[src/rtl/smoke_bfm_pipe_pkg.sv]
// smoke_bfm_pipe_pkg: shared widths, output-register states and the increment helper.
// SMOKE_BFM_PIPE_SAT_EN selects a saturating increment instead of wrap-around.
package smoke_bfm_pipe_pkg;
  localparam int CNT_WIDTH = 16;
  localparam int MAX_WIDTH = 64;
  typedef enum logic {O_EMPTY, O_FULL} out_state_t;
  function automatic int chan_width(input int n);
    return (n > 1) ? $clog2(n) : 1;
  endfunction
  // Operands arrive zero-extended to MAX_WIDTH; width selects the live result bits.
  function automatic logic [MAX_WIDTH:0] inc_calc(input logic [MAX_WIDTH-1:0] data, input logic [MAX_WIDTH-1:0] step, input int width);
    logic [MAX_WIDTH:0] sum;
    logic [MAX_WIDTH-1:0] mask;
    logic ovf;
    sum = {1'b0, data} + {1'b0, step};
    mask = {MAX_WIDTH{1'b1}} >> (MAX_WIDTH - width);
    ovf = |(sum & ~{1'b0, mask});
`ifdef SMOKE_BFM_PIPE_SAT_EN
    return {ovf, ovf ? mask : (sum[MAX_WIDTH-1:0] & mask)};
`else
    return {ovf, sum[MAX_WIDTH-1:0] & mask};
`endif
  endfunction
endpackage

[src/rtl/smoke_bfm_fifo.sv]
// smoke_bfm_fifo: synchronous FIFO with occupancy count, full and empty flags.
module smoke_bfm_fifo #(
  parameter int WIDTH = 8,
  parameter int DEPTH = 4,
  localparam int AW = $clog2(DEPTH),
  localparam int CW = AW + 1
) (
  input  logic             clock,
  input  logic             reset_n,
  input  logic             push,
  input  logic             pop,
  input  logic [WIDTH-1:0] wdata,
  output logic [WIDTH-1:0] rdata,
  output logic [CW-1:0]    count,
  output logic             full,
  output logic             empty
);
  logic [WIDTH-1:0] mem [DEPTH];
  logic [AW-1:0] wptr, rptr;
  assign rdata = mem[rptr];
  assign full = count == CW'(DEPTH);
  assign empty = count == '0;
  always_ff @(posedge clock) begin
    if (!reset_n) begin
      wptr <= '0;
      rptr <= '0;
      count <= '0;
    end else begin
      if (push) wptr <= wptr + AW'(1);
      if (pop) rptr <= rptr + AW'(1);
      count <= count + CW'(push) - CW'(pop);
    end
  end
  always_ff @(posedge clock) if (push) mem[wptr] <= wdata;
endmodule

[src/rtl/smoke_bfm_pipe.sv]
// smoke_bfm_pipe: multi-channel increment pipe (FIFO -> compute stage -> output register) with per-channel counters.
// Define SMOKE_BFM_PIPE_SAT_EN for saturating results on carry-out.
module smoke_bfm_pipe import smoke_bfm_pipe_pkg::*; #(
  parameter int DATA_WIDTH = 32,
  parameter int N_CHANNELS = 4,
  parameter int FIFO_DEPTH = 4,
  parameter logic [DATA_WIDTH-1:0] STEP = 1,
  localparam int CW = chan_width(N_CHANNELS)
) (
  input  logic                           clock,
  input  logic                           reset_n,
  input  logic                           req_valid,
  output logic                           req_ready,
  input  logic [CW-1:0]                  req_chan,
  input  logic [DATA_WIDTH-1:0]          req_data,
  output logic                           rsp_valid,
  input  logic                           rsp_ready,
  output logic [CW-1:0]                  rsp_chan,
  output logic [DATA_WIDTH-1:0]          rsp_data,
  output logic                           rsp_ovf,
  output logic                           rsp_err,
  output logic [N_CHANNELS*CNT_WIDTH-1:0] done_cnt,
  output logic                           idle
);
  localparam int QW = $clog2(FIFO_DEPTH) + 1;
  logic push, pop, f_full, f_empty, s_valid, s_adv, s_err, s_next, o_next, calc_ovf, rsp_hs;
  logic [CW+DATA_WIDTH-1:0] head;
  logic [QW-1:0] f_count, cnt_next;
  logic [CW-1:0] s_chan;
  logic [DATA_WIDTH-1:0] s_data, calc_res;
  logic [MAX_WIDTH:0] calc;
  out_state_t ostate;
  smoke_bfm_fifo #(.WIDTH(CW + DATA_WIDTH), .DEPTH(FIFO_DEPTH)) u_fifo (
    .clock(clock), .reset_n(reset_n), .push(push), .pop(pop),
    .wdata({req_chan, req_data}), .rdata(head), .count(f_count), .full(f_full), .empty(f_empty)
  );
  assign req_ready = !f_full;
  assign push = req_valid && req_ready;
  assign rsp_valid = ostate == O_FULL;
  assign rsp_hs = rsp_valid && rsp_ready;
  assign s_adv = s_valid && (!rsp_valid || rsp_ready);
  assign pop = !f_empty && (!s_valid || s_adv);
  assign s_err = 32'(s_chan) >= N_CHANNELS;
  assign calc = inc_calc(MAX_WIDTH'(s_data), MAX_WIDTH'(STEP), DATA_WIDTH);
  assign calc_ovf = calc[MAX_WIDTH];
  assign calc_res = calc[DATA_WIDTH-1:0];
  always_ff @(posedge clock) begin
    if (!reset_n) s_valid <= 1'b0;
    else if (pop) s_valid <= 1'b1;
    else if (s_adv) s_valid <= 1'b0;
  end
  always_ff @(posedge clock) if (pop) {s_chan, s_data} <= head;
  // Output register: loads whenever the stage advances, otherwise empties on handshake.
  always_ff @(posedge clock) begin
    if (!reset_n) begin
      ostate <= O_EMPTY;
      rsp_chan <= '0;
      rsp_data <= '0;
      rsp_ovf <= 1'b0;
      rsp_err <= 1'b0;
    end else if (s_adv) begin
      ostate <= O_FULL;
      rsp_chan <= s_chan;
      rsp_err <= s_err;
      rsp_data <= s_err ? s_data : calc_res;
      rsp_ovf <= !s_err && calc_ovf;
    end else if (rsp_ready) ostate <= O_EMPTY;
  end
  for (genvar i = 0; i < N_CHANNELS; i++) begin : g_cnt
    logic [CNT_WIDTH-1:0] c;
    always_ff @(posedge clock) begin
      if (!reset_n) c <= '0;
      else if (rsp_hs && !rsp_err && rsp_chan == CW'(i)) c <= c + CNT_WIDTH'(1);
    end
    assign done_cnt[CNT_WIDTH*i +: CNT_WIDTH] = c;
  end
  // idle reflects the occupancy that the coming edge leaves behind.
  assign cnt_next = f_count + QW'(push) - QW'(pop);
  assign s_next = pop || (s_valid && !s_adv);
  assign o_next = s_adv || (rsp_valid && !rsp_ready);
  always_ff @(posedge clock) begin
    if (!reset_n) idle <= 1'b1;
    else idle <= cnt_next == '0 && !s_next && !o_next;
  end
endmodule

[config.mk]
export PLATFORM = sky130hd
export DESIGN_NAME = smoke_bfm_pipe
export DESIGN_NICKNAME = d
export VERILOG_FILES = /design/src/rtl/smoke_bfm_pipe_pkg.sv /design/src/rtl/smoke_bfm_fifo.sv /design/src/rtl/smoke_bfm_pipe.sv
export SDC_FILE = /design/constraint.sdc
export NUM_CORES = 1
export LEC_CHECK = 0
export ABC_AREA = 1
export CAP_MARGIN = 5
export CORE_ASPECT_RATIO = 1.25
export CORE_UTILIZATION = 56
export DETAILED_ROUTE_END_ITERATION = 10
export PLACE_DENSITY_LB_ADDON = 0.1
export SETUP_SLACK_MARGIN = 0.3
export SLEW_MARGIN = 10
export SYNTH_ARGS = -nofsm -noshare
export SYNTH_HDL_FRONTEND = slang
export SYNTH_SLANG_ARGS = --single-unit
export TNS_END_PERCENT = 20
[constraint.sdc]
create_clock -name clock -period 3.4 [get_ports clock]
set_input_delay 0.68 -clock clock [delete_from_list [all_inputs] [get_ports clock]]
set_output_delay 0.68 -clock clock [all_outputs]
set_load 0.1 [all_outputs]
==> results.cfg, run 1 <==
[clock_tree]
clockRootBuffer = clkbuf_16
cts_tree = built
cts.sinks = 279
cts_buffers = 28
post_cts_buffers = 0
clock_latency_ns = 0.53
cts.clk_slew.worst_paths_ns = 0.06
ctsHoldBuffers = 0
cts_resized = 0
clockBufferDepth = 3
h-tree-depth = 1

[global_route]
gr-usage-all-layers_pct = 22.5
grt_first_pass_wirelength_um = 39300
grt_max_degree = 70
antenna_found_initial = 0
grt_pass1_vias = 8145
overflow = 0

[hold_path]
hold_class = flip-flop to flip-flop
hold_depth = 2

[power]
total_power_uw = 11500
cellPowerDensity_mw_per_mm2 = 807
peakVddDrop_mv = 0.554
p_leak_uw = 0.00560

[synthesis]
syn_inst = 1253
syn_nets = 1303
synthDistinctLibCells = 35
syn_area_per_cell_sq_um = 9.41
netlist_area_sq_mm = 0.0118
ys_ff_latch = 279
ys_seq_area_share_pct = 61.8
yosysWarnings = 0

[finish]
diodes = 0
final_common_cell = nor2_1
drive_above_1_share_pct = 12.7
layout.nets = 1445
areaGrowthSynthToFinish_pct = 20.5
final_cell_mix = 241 x nor2_1, 195 x nand2_1, 170 x edfxtp_1, 125 x inv_1, 117 x o21ai_0

[setup_path]
crit_chain = clkdlybuf4s50_1
cpPeakStageDelay_ns = 1.15
cp.arrival_ns = 2.05
start_kind = flip-flop
slowest_stage = clkdlybuf4s50_1
critPathKind = flip-flop to output port
worstRegToRegCells = 12
cp.depth = 1
critPathCaptureType = output port
crit_required_ns = 2.72
path_max_fanout = 4
worstPathBufferInverterCount = 1
cpLargestDelayFamily = buffers and inverters

[timing]
fin_crit_ns = 2.73
fmax_ghz = 0.366
rsz0062_at_grt = no
clock_skew_ns = 0.00900
period_share_pct = 80.4
setup_violations = 0
hold_violations = 0
worst_slew_pin_slew_ns = 0.979
timing.slew.headroom_pct = 34.5
setup_slack_ns = 0.668
slew_viol_final = 0

[floorplan]
die_w_um = 132
die_h_um = 164
row_count = 59
die_area_sq_mm = 0.0217
initial_core_util_pct = 56.9
pin_count = 141
placeableCoreArea_sq_mm = 0.0207

[drt]
drc = 0
first_pass_iters = 5
avgViaCountPerCell = 5.15
vias = 8705
wl_per_cell_um = 14.3
detail-route-antenna-nets = 0
drt_iter0_markers = 448
wirelength_um = 24100

[place]
dp_slack_ns = 0.553
gp_congestion = 0.879
portBuffers = 139
dp_hpwl_um = 15800

[run_status]
outcome = finished clean

[flow_run]
maxCapViolations = 0
-- per-stage QoR --
stage | instance area, sq um | setup TNS [ns] | cells | util (%) | hold slack (ns)
2_1_floorplan | 11800 | -14.18 | 1253 | - | 0.455
3_3_place_gp | 13200 | 0 | 1639 | 63.9 | 0.476
3_5_place_dp | 13200 | 0 | 1639 | 63.9 | 0.481
4_1_cts | 14200 | 0 | 1690 | 68.5 | 0.492
5_1_grt | 14200 | 0 | 1690 | 68.5 | 0.505
6_report | 14200 | 0 | 1690 | 68.5 | 0.492
-- metal layers --
| metal | wire [um] | vias to the layer above | GRT usage, % |
|---|---|---|---|
| met5 | 0 | - | 0 |
| met4 | 752 | 0 | 9.25 |
| met3 | 1040 | 43 | 3.15 |
| met2 | 11700 | 210 | 38.7 |
| met1 | 10600 | 3984 | 28.7 |
| li1 | - | 4468 | - |
-- cell usage after synthesis (all sizes together) --
| cell type | count | area share (%) |
|---|---|---|
| nor2 | 260 | 9.1 |
| nand2 | 200 | 6.6 |
| edfxtp | 170 | 43 |
| inv | 129 | 4.1 |
| o21ai | 123 | 5.2 |
| dfxtp | 109 | 19 |
| nand3 | 62 | 2.7 |
| a21oi | 56 | 2.4 |
| o22ai | 34 | 1.8 |
| clkbuf | 30 | 0.95 |
| nand4 | 18 | 0.95 |
| buf | 13 | 0.63 |
| xor2 | 13 | 0.97 |
| ha | 11 | 1.2 |
| xnor2 | 8 | 0.59 |
| nor3 | 6 | 0.30 |
| nand3b | 4 | 0.25 |
| nor3b | 2 | 0.17 |
| a31oi | 1 | 0.053 |
| conb | 1 | 0.032 |
| fa | 1 | 0.17 |
| o21a | 1 | 0.064 |
| o31ai | 1 | 0.064 |
-- logic make-up after synthesis --
family / synth area share, %
flops: 61.8
simple gates: 20.0
xor+xnor: 1.56
other cells: 0.0318
buf+inv: 5.69
compound gates: 9.58
fa+ha+maj: 1.34
-- registers in the layout, indices dropped and copies added, names as in the netlist --
| signal | count |
|---|---|
| g_cnt.c | 64 |
| idle | 1 |
| rsp_chan | 2 |
| rsp_data | 32 |
| rsp_ovf | 1 |
| rsp_valid | 1 |
| s_chan | 2 |
| s_data | 32 |
| s_valid | 1 |
| u_fifo.count | 3 |
| u_fifo.mem | 136 |
| u_fifo.rptr | 2 |
| u_fifo.wptr | 2 |
-- cell type report --
cell class / count / area [sq um]
Clock buffer: 42 / 818
Fill cell: 1620 / 6530
Inverter: 129 / 484
Clock inverter: 9 / 143
Multi-Input combinational cell: 802 / 3850
Sequential cell: 279 / 7290
Tap cell: 274 / 343
Timing Repair Buffer: 155 / 1290
-- path summary, 6_finish.rpt --
check	from	end	slack, ns
hold reg to reg	g_cnt[1].c[4]	g_cnt[1].c[4]	0.49
setup reg to reg	rsp_valid	idle	1.30
setup / recovery	g_cnt[0].c[8]	done_cnt[8]	0.67
hold / removal	g_cnt[1].c[4]	g_cnt[1].c[4]	0.49
-- where the power goes --
part | switching [uW] | internal, uW
Sequential | 348 | 4340
Combinational | 2730 | 902
Clock | 1190 | 1950
Power figures use the tool's default switching activity.
==> run 2, diff against run 1 <==
--- a/config.mk
+++ b/config.mk
@@ -8,7 +8,7 @@
 export ABC_AREA = 1
 export CAP_MARGIN = 5
 export CORE_ASPECT_RATIO = 1.25
-export CORE_UTILIZATION = 56
+export CORE_UTILIZATION = 50
 export DETAILED_ROUTE_END_ITERATION = 10
 export PLACE_DENSITY_LB_ADDON = 0.1
 export SETUP_SLACK_MARGIN = 0.3
==> constraint.sdc (replaced) <==
create_clock -name clock -period 2.28 [get_ports clock]
set_input_delay 0.456 -clock clock [delete_from_list [all_inputs] [get_ports clock]]
set_output_delay 0.456 -clock clock [all_outputs]
set_load 0.1 [all_outputs]
==> results.cfg, run 2 (synthesis results as in run 1) <==
[timing]
worst_slew_pin_slew_ns = 0.676
rsz0062_at_grt = yes
setup_slack_ns = 0.261
setup_violations = 0
slew_viol_final = 0
clock_skew_ns = 0.0100
period_share_pct = 88.5
fmax_ghz = 0.495
hold_violations = 0
fin_crit_ns = 2.02
timing.slew.headroom_pct = 55.0

[global_route]
grt_pass1_vias = 8145
antenna_found_initial = 0
grt_max_degree = 70
grt_first_pass_wirelength_um = 40100
overflow = 0
gr-usage-all-layers_pct = 20.6

[setup_path]
path_max_fanout = 3
crit_chain = clkdlybuf4s50_1 -> inv_2 -> nand3_2 -> nand2_2 -> clkinvlp_4 -> ha_4 -> inv_1 -> ha_1 -> inv_1 -> fa_1 -> inv_1 -> nor2_1 -> nand4_1 -> nand2_1
worstRegToRegCells = 13
crit_required_ns = 2.68
cpLargestDelayFamily = adder cells
worstPathBufferInverterCount = 6
start_kind = input port
cp.arrival_ns = 2.42
r2r_end = idle
slowest_stage = clkdlybuf4s50_1
critPathKind = input port to flip-flop
cpPeakStageDelay_ns = 0.44
critPathCaptureType = flip-flop
cp_common_cell = inv_1
r2r-start = u_fifo.count[2]
reg2reg_slack_ns = 0.27

[hold_path]
worstHoldStart = g_cnt[1].c[4]
hold_depth = 2
min_to = g_cnt[1].c[4]
hold_class = flip-flop to flip-flop

[floorplan]
pin_count = 141
initial_core_util_pct = 51.2
die_h_um = 174
placeableCoreArea_sq_mm = 0.0230
die_w_um = 139
row_count = 62
die_area_sq_mm = 0.0242

[drt]
vias = 8664
avgViaCountPerCell = 5.07
first_pass_iters = 4
wirelength_um = 24400
drc = 0
drt_iter0_markers = 426
detail-route-antenna-nets = 0
wl_per_cell_um = 14.3

[run_status]
outcome = finished clean

[flow_run]
maxCapViolations = 0

[finish]
largest_reg_flops = 136
final_util_pct = 62.2
nFillCells = 1966
diodes = 0
drive_above_1_share_pct = 14.7
areaGrowthSynthToFinish_pct = 21.5
final_cell_mix = 241 x nor2_1, 193 x nand2_1, 170 x edfxtp_1, 123 x inv_1, 118 x buf_4
final_common_cell = nor2_1
layout.nets = 1452
top_regs = u_fifo.mem x136, g_cnt.c x64
top_register = u_fifo.mem

[clock_tree]
cts.clk_slew.worst_paths_ns = 0.06
clock_latency_ns = 0.54
h-tree-depth = 1
cts_buffers = 27
cts_tree = built
clockRootBuffer = clkbuf_16
cts.sinks = 279
clockBufferDepth = 3

[power]
peakVddDrop_mv = 0.833
cellPowerDensity_mw_per_mm2 = 1190
p_leak_uw = 0.00565

[place]
gp_congestion = 0.903
dp_slack_ns = -0.307
dp_hpwl_um = 16100
portBuffers = 139
==> run 2: cell count changes in the layout (fill, tap and decap cells not counted), sizes merged <==
cell,before,now
clkinvlp,0,3
clkinv,5,9
clkbuf,42,33
clkdlybuf4s50,50,36
buf,105,127
==> run 2: worst max path at each step <==
stage | start | endpoint | cells after the start
floorplan | rsp_valid | idle | 12
global placement | rsp_ready | idle | 14
detailed placement | rsp_ready | idle | 14
CTS | u_fifo.count[2] | idle | 13
global route | u_fifo.count[2] | idle | 13
finish | rsp_ready | idle | 14
==> run 2: per-layer routing <==
metal  GRT usage (%)  up-vias  wire [um]
li1                -     4492          -
met5               0        -          0
met3            2.65       50       1210
met4            8.06        0        733
met1            26.4     3917      10700
met2            35.3      205      11800
==> run 2: layout make-up <==
class	instances	area [sq um]	share of cell area, %
clock inverters	16	186	1.30
multi-input cells	802	3890	27.2
repair buffers	163	1410	9.85
flip-flops and latches	279	7290	50.9
well taps	288	360	2.51
clock buffers	33	698	4.87
inverters	129	488	3.40
==> run 2: repair_timing <==
item,4_1_cts,5_1_grt
pin swaps,2,0
endpoints found under the setup margin,1,2
hold buffers,0,0
setup buffers,3,0
gates resized for setup,3,0
==> run 2: report_power, final <==
part           internal, uW  switching, uW  leakage [uW]
Combinational          1510           4120       0.00275
Sequential             6470            519       0.00247
Clock                  2630           1820      0.000429
Total                 10600           6460       0.00565
==> run 2: worst reg2reg max path, cell delays in order, from the launching register on <==
cell and delay, ns:
dfxtp_2 0.34, nor2_1 0.09, nand2_1 0.09, nand2_2 0.10, clkinvlp_4 0.11, ha_4 0.26, inv_1 0.03, ha_1 0.16
inv_1 0.06, fa_1 0.42, inv_1 0.07, nor2_1 0.04, nand4_1 0.08, nand2_1 0.05
==> run 2: metrics by stage <==
stage,TNS (ns),cell area (sq um),total power [uW],hold WS (ns),std cells
finish,0,14300,17100,0.491,1710
global route,0,14300,18000,0.519,1710
CTS,0,14300,17300,0.489,1710
detailed placement,-0.621,13400,12700,0.487,1658
global placement,-0.583,13400,12700,0.475,1658
floorplan,-0.892,11900,11100,0.455,1253
